`src/rtl/input_word_aligner.sv`:
```
// Serial-to-parallel word aligner: hunts for a SYNC comma in the SCLK-domain bit stream,
// locks word boundaries after repeated aligned SYNCs and emits aligned parallel words.
module input_word_aligner #(
  parameter int unsigned       WIDTH    = 10,
  parameter logic [WIDTH-1:0]  SYNC     = 10'b0011111010,
  parameter int unsigned       LOCK_CNT = 3,
  parameter int unsigned       LOSS_CNT = 4
) (
  input  logic             SCLK,
  input  logic             RSTN,
  input  logic             DIN,
  input  logic             DIN_EN,
  input  logic             ALIGN_EN,
  output logic [WIDTH-1:0] DOUT,
  output logic             DOUT_VALID,
  output logic             LOCKED,
  output logic [1:0]       STATE,
  output logic             SYNC_ERR
);

  localparam int unsigned CNT_W = $clog2(WIDTH);
  localparam int unsigned QW    = 4;

  typedef enum logic [1:0] {
    ST_HUNT   = 2'b00,
    ST_CHECK  = 2'b01,
    ST_LOCKED = 2'b10
  } state_e;

  state_e             state_q, state_d;
  logic [WIDTH-1:0]   sr_q, sr_d;
  logic [CNT_W-1:0]   cnt_q, cnt_d;
  logic [QW-1:0]      good_q, good_d;
  logic [QW-1:0]      err_q, err_d;
  logic [WIDTH-1:0]   dout_q, dout_d;
  logic               dout_valid_q, dout_valid_d;
  logic               sync_err_q, sync_err_d;
  logic               locked_q, locked_d;

  logic [WIDTH-1:0]   sr_next;
  logic               word_done;
  logic               is_sync;
  logic [QW-1:0]      good_inc;
  logic [QW-1:0]      err_inc;

  // State and output registers
  always_ff @(posedge SCLK or negedge RSTN) begin
    if (!RSTN) begin
      state_q      <= ST_HUNT;
      sr_q         <= '0;
      cnt_q        <= '0;
      good_q       <= '0;
      err_q        <= '0;
      dout_q       <= '0;
      dout_valid_q <= 1'b0;
      sync_err_q   <= 1'b0;
      locked_q     <= 1'b0;
    end else begin
      state_q      <= state_d;
      sr_q         <= sr_d;
      cnt_q        <= cnt_d;
      good_q       <= good_d;
      err_q        <= err_d;
      dout_q       <= dout_d;
      dout_valid_q <= dout_valid_d;
      sync_err_q   <= sync_err_d;
      locked_q     <= locked_d;
    end
  end

  // Next-state and output logic
  always_comb begin
    state_d      = state_q;
    sr_d         = sr_q;
    cnt_d        = cnt_q;
    good_d       = good_q;
    err_d        = err_q;
    dout_d       = dout_q;
    dout_valid_d = 1'b0;
    sync_err_d   = 1'b0;

    sr_next   = {sr_q[WIDTH-2:0], DIN};
    word_done = (cnt_q == CNT_W'(WIDTH - 1));
    is_sync   = (sr_next == SYNC);
    good_inc  = good_q + QW'(1);
    err_inc   = err_q + QW'(1);

    if (DIN_EN) begin
      sr_d = sr_next;
    end

    if (!ALIGN_EN) begin
      state_d = ST_HUNT;
      cnt_d   = '0;
      good_d  = '0;
      err_d   = '0;
    end else if (DIN_EN) begin
      if (state_q != ST_HUNT) begin
        cnt_d = word_done ? '0 : cnt_q + CNT_W'(1);
      end
      case (state_q)
        ST_HUNT: begin
          if (is_sync) begin
            state_d = ST_CHECK;
            cnt_d   = '0;
            good_d  = QW'(1);
          end
        end
        ST_CHECK: begin
          if (word_done) begin
            if (is_sync) begin
              good_d = good_inc;
              if (good_inc == QW'(LOCK_CNT)) begin
                state_d = ST_LOCKED;
                err_d   = '0;
              end
            end else begin
              state_d = ST_HUNT;
              good_d  = '0;
            end
          end
        end
        ST_LOCKED: begin
          if (word_done) begin
            dout_d       = sr_next;
            dout_valid_d = 1'b1;
            if (is_sync) begin
              err_d = '0;
            end
          end else if (is_sync) begin
            // Off-boundary comma: count it, and give up the alignment once too many pile up
            sync_err_d = 1'b1;
            err_d      = err_inc;
            if (err_inc == QW'(LOSS_CNT)) begin
              state_d = ST_HUNT;
              good_d  = '0;
              err_d   = '0;
              cnt_d   = '0;
            end
          end
        end
        default: begin
          state_d = ST_HUNT;
          cnt_d   = '0;
          good_d  = '0;
          err_d   = '0;
        end
      endcase
    end

    locked_d = (state_d == ST_LOCKED);
  end

  assign DOUT       = dout_q;
  assign DOUT_VALID = dout_valid_q;
  assign LOCKED     = locked_q;
  assign STATE      = state_q;
  assign SYNC_ERR   = sync_err_q;

endmodule

```
`config.mk`:
```
export PLATFORM = sky130hd
export DESIGN_NAME = input_word_aligner
export DESIGN_NICKNAME = d
export VERILOG_FILES = /design/src/rtl/input_word_aligner.sv
export SDC_FILE = /design/constraint.sdc
export NUM_CORES = 1
export LEC_CHECK = 0
export BUFFER_PORTS_ARGS = -buffer_cell sky130_fd_sc_hd__buf_2
export CORE_MARGIN = 2
export CORE_UTILIZATION = 50
export DETAILED_ROUTE_END_ITERATION = 7
export PLACE_DENSITY = 0.71
export SLEW_MARGIN = 10
export SYNTH_ARGS = -nofsm -noshare
export SYNTH_HDL_FRONTEND = slang
export SYNTH_SLANG_ARGS = --single-unit
```
`constraint.sdc`:
```
create_clock -name SCLK -period 4.8 [get_ports SCLK]
set_input_delay 0.24 -clock SCLK [delete_from_list [all_inputs] [get_ports SCLK]]
set_output_delay 0.24 -clock SCLK [all_outputs]
set_load 0.01 [all_outputs]
```
==> results.json <==
{
  "mostFrequentLayoutCells": "36 x dfrtp_1, 19 x mux2_2, 19 x buf_2",
  "drv_slew": 0,
  "seq_power_share_pct": 54.6,
  "setup_tns_ns": 0,
  "finalNonFillerCells": 237,
  "hpwl_um": 2700,
  "die_area_um2": 4370,
  "vias_per_cell": 6.05,
  "hold_path.class": "input port to async pin",
  "firstDrtPassIters": 4,
  "synth_cells": 170,
  "finClkSkew_ns": 0.0114,
  "syn_to_final_growth_pct": 10.4,
  "postRouteAntennaNets": 0,
  "start_util_pct": 52.2,
  "synth.cell_area_um2": 1930,
  "root_buffer": "clkbuf_8",
  "placed_area_um2": 2030,
  "cts_resized": 0,
  "power.total_mw": 0.670,
  "endpoint": "err_q[3]",
  "crit_arrival_ns": 2.48,
  "ys_warn_count": 0,
  "fillers": 327,
  "drt-initial-drc-count": 122,
  "ios": 20,
  "cap_viol_max_count": 0,
  "final_common_cell": "dfrtp_1",
  "finalCritPeriodShare_pct": 48.2,
  "grt_pass1_vias": 1408,
  "start_kind": "flip-flop",
  "die-width_um": 66.1,
  "rsz0062_at_grt": "no",
  "crit_path_end_kind": "flip-flop",
  "wl_um": 3750,
  "worstSkewPairLatency_ns": 0.29,
  "grt_usage_pct": 19.3,
  "clk_pin_slew_ns": 0.08,
  "place_congestion": 0.848,
  "cts_tree": "yes",
  "p_switching_mw": 0.179,
  "vdd_drop_max_uv": 275,
  "antenna_found_initial": 0,
  "drive_above_1_share_pct": 31.2,
  "swShare_pct": 26.8,
  "antennaDiodeCount": 0,
  "crit_type": "flip-flop to flip-flop",
  "drc": 0,
  "vias": 1433,
  "fin_nets": 199,
  "status": "completed",
  "postCtsHoldBufs": 0,
  "p_int_mw": 0.491,
  "async_flop_share_pct": 100,
  "yosysUniqueCellTypes": 51,
  "fin_area_um2": 2130,
  "cts_inserted_buffers": 5,
  "hold_violations": 0,
  "dp_slack_ns": 2.57,
  "required_ns": 4.97,
  "whs_ns": 0.0338,
  "r2r-start": "good_q[0]",
  "cp_max_fo": 7,
  "grt_overflow": 0,
  "combPwrFrac_pct": 12.4,
  "place_inst": 229,
  "postSynthAreaPerCell_um2": 11.3,
  "htreeDepth": 2,
  "post-route-worst-setup-slack_ns": 2.49,
  "die_h_um": 66.1,
  "rows": 22,
  "r2r-end": "err_q[3]",
  "regToRegSetupSlack_ns": 2.49,
  "port_buffers": 19,
  "max_freq_ghz": 0.433,
  "synthesis.nets": 181,
  "period_minus_slack_ns": 2.31,
  "p_leak_nw": 0.991,
  "worstMarginPinSlew_ns": 0.883,
  "r2r.worst_path.cells": 6,
  "setup_viol": 0,
  "cp-startpoint": "good_q[0]",
  "fin_util_pct": 57.7,
  "cts_max_path_buffers": 2,
  "wl_per_cell_um": 15.8,
  "grt_max_degree": 37,
  "synth-edff-count": 0,
  "synth-seq-area-share_pct": 46.8,
  "synth_flop_cell": "dfrtp_1",
  "grt_pass1_wl_um": 6380,
  "post_cts_buffers": 0,
  "pwr_density_cell_nw_per_um2": 315,
  "max_slew_margin_pct": 40.9,
  "ys_ff_latch": 36,
  "p_clk_share_pct": 33.0,
  "core_area_um2": 3690,
  "clkSinkCount": 36
}
-- cell type report --
type | count | area (um^2) | area share [%]
sequential | 36 | 901 | 42.4
inverter | 6 | 22.5 | 1.06
tap | 48 | 60.1 | 2.82
multi-input combinational | 120 | 955 | 44.9
clock inverter | 1 | 7.51 | 0.353
timing repair buffer | 19 | 95.1 | 4.47
clock buffer | 7 | 86.3 | 4.06
-- synth_stat cells (all sizes together) (2+ instances only) --
master   instances  area share [%]
a21o             2            0.78
a21oi           10             2.6
a221oi           2            0.91
a22o             2            0.91
a31o             2            0.91
a31oi            5             2.4
and3b            3             1.5
buf              2            0.84
clkbuf           6             1.7
dfrtp           36              47
ha               6             3.9
inv              6             1.2
mux2            20              12
nand2            4            0.91
nand2b           2            0.65
nand3            9             2.3
nand4            2            0.65
nor2             7             1.4
nor2b            7             2.3
nor3             3            0.78
o21ai            5             1.3
o22ai            2            0.65
o2bb2ai          2            0.91
or2              4             1.3
or3              2            0.65
-- flip-flops by register name (all words and copies together) (netlist names) --
register    cells
DOUT           10
DOUT_VALID      1
LOCKED          1
STATE           2
SYNC_ERR        1
cnt_q           4
err_q           4
good_q          4
sr_q            9
-- logic make-up (layout without fill, tap and decap cells) --
logic type / count (synthesis) / in the layout / synth area share (%)
mux: 20 / 20 / 11.7
flops: 36 / 36 / 46.8
simple gates: 50 / 50 / 16.2
buf+inv: 14 / 33 / 3.70
compound gates: 43 / 43 / 17.3
fa+ha+maj: 6 / 6 / 3.90
xor+xnor: 1 / 1 / 0.455
-- worst max-delay path: stages (launching register included) --
cell and delay, ns:
dfrtp_1 0.45, ha_1 0.27, or4b_1 0.53, o31ai_1 0.16
a31oi_1 0.18, o311a_1 0.36, a22o_1 0.24
-- power groups by stage --
stage	registers [mW]	clock network, mW	logic [mW]
6_report	0.366	0.221	0.0829
5_1_grt	0.370	0.239	0.0933
4_1_cts	0.366	0.227	0.0842
3_5_place_dp	0.372	0	0.0835
3_3_place_gp	0.368	0	0.0800
2_1_floorplan	0.361	0	0.0655
-- per-layer routing --
| layer | track usage (%) | up-vias | wire [um] | share of wire [%] |
|---|---|---|---|---|
| met1 | 24.0 | 716 | 1660 | 44 |
| met3 | 5.45 | 6 | 203 | 5.4 |
| met4 | 8.16 | 0 | 55 | 1.5 |
| met2 | 31.3 | 42 | 1830 | 49 |
| li1 | - | 669 | - | - |
| met5 | 0 | - | 0 | 0 |
-- worst min-delay path by stage --
stage          from       end  slack, ns  cells past startpoint
3_5_place_dp   RSTN  cnt_q[1]       0.37                      1
6_report       RSTN  cnt_q[3]       0.03                      1
2_1_floorplan  RSTN   DOUT[0]      -0.06                      0
5_1_grt        RSTN  cnt_q[3]       0.08                      1
4_1_cts        RSTN  cnt_q[3]       0.05                      1
3_3_place_gp   RSTN  cnt_q[2]       0.36                      1
Note: power is estimated with default switching activity, not from simulation.
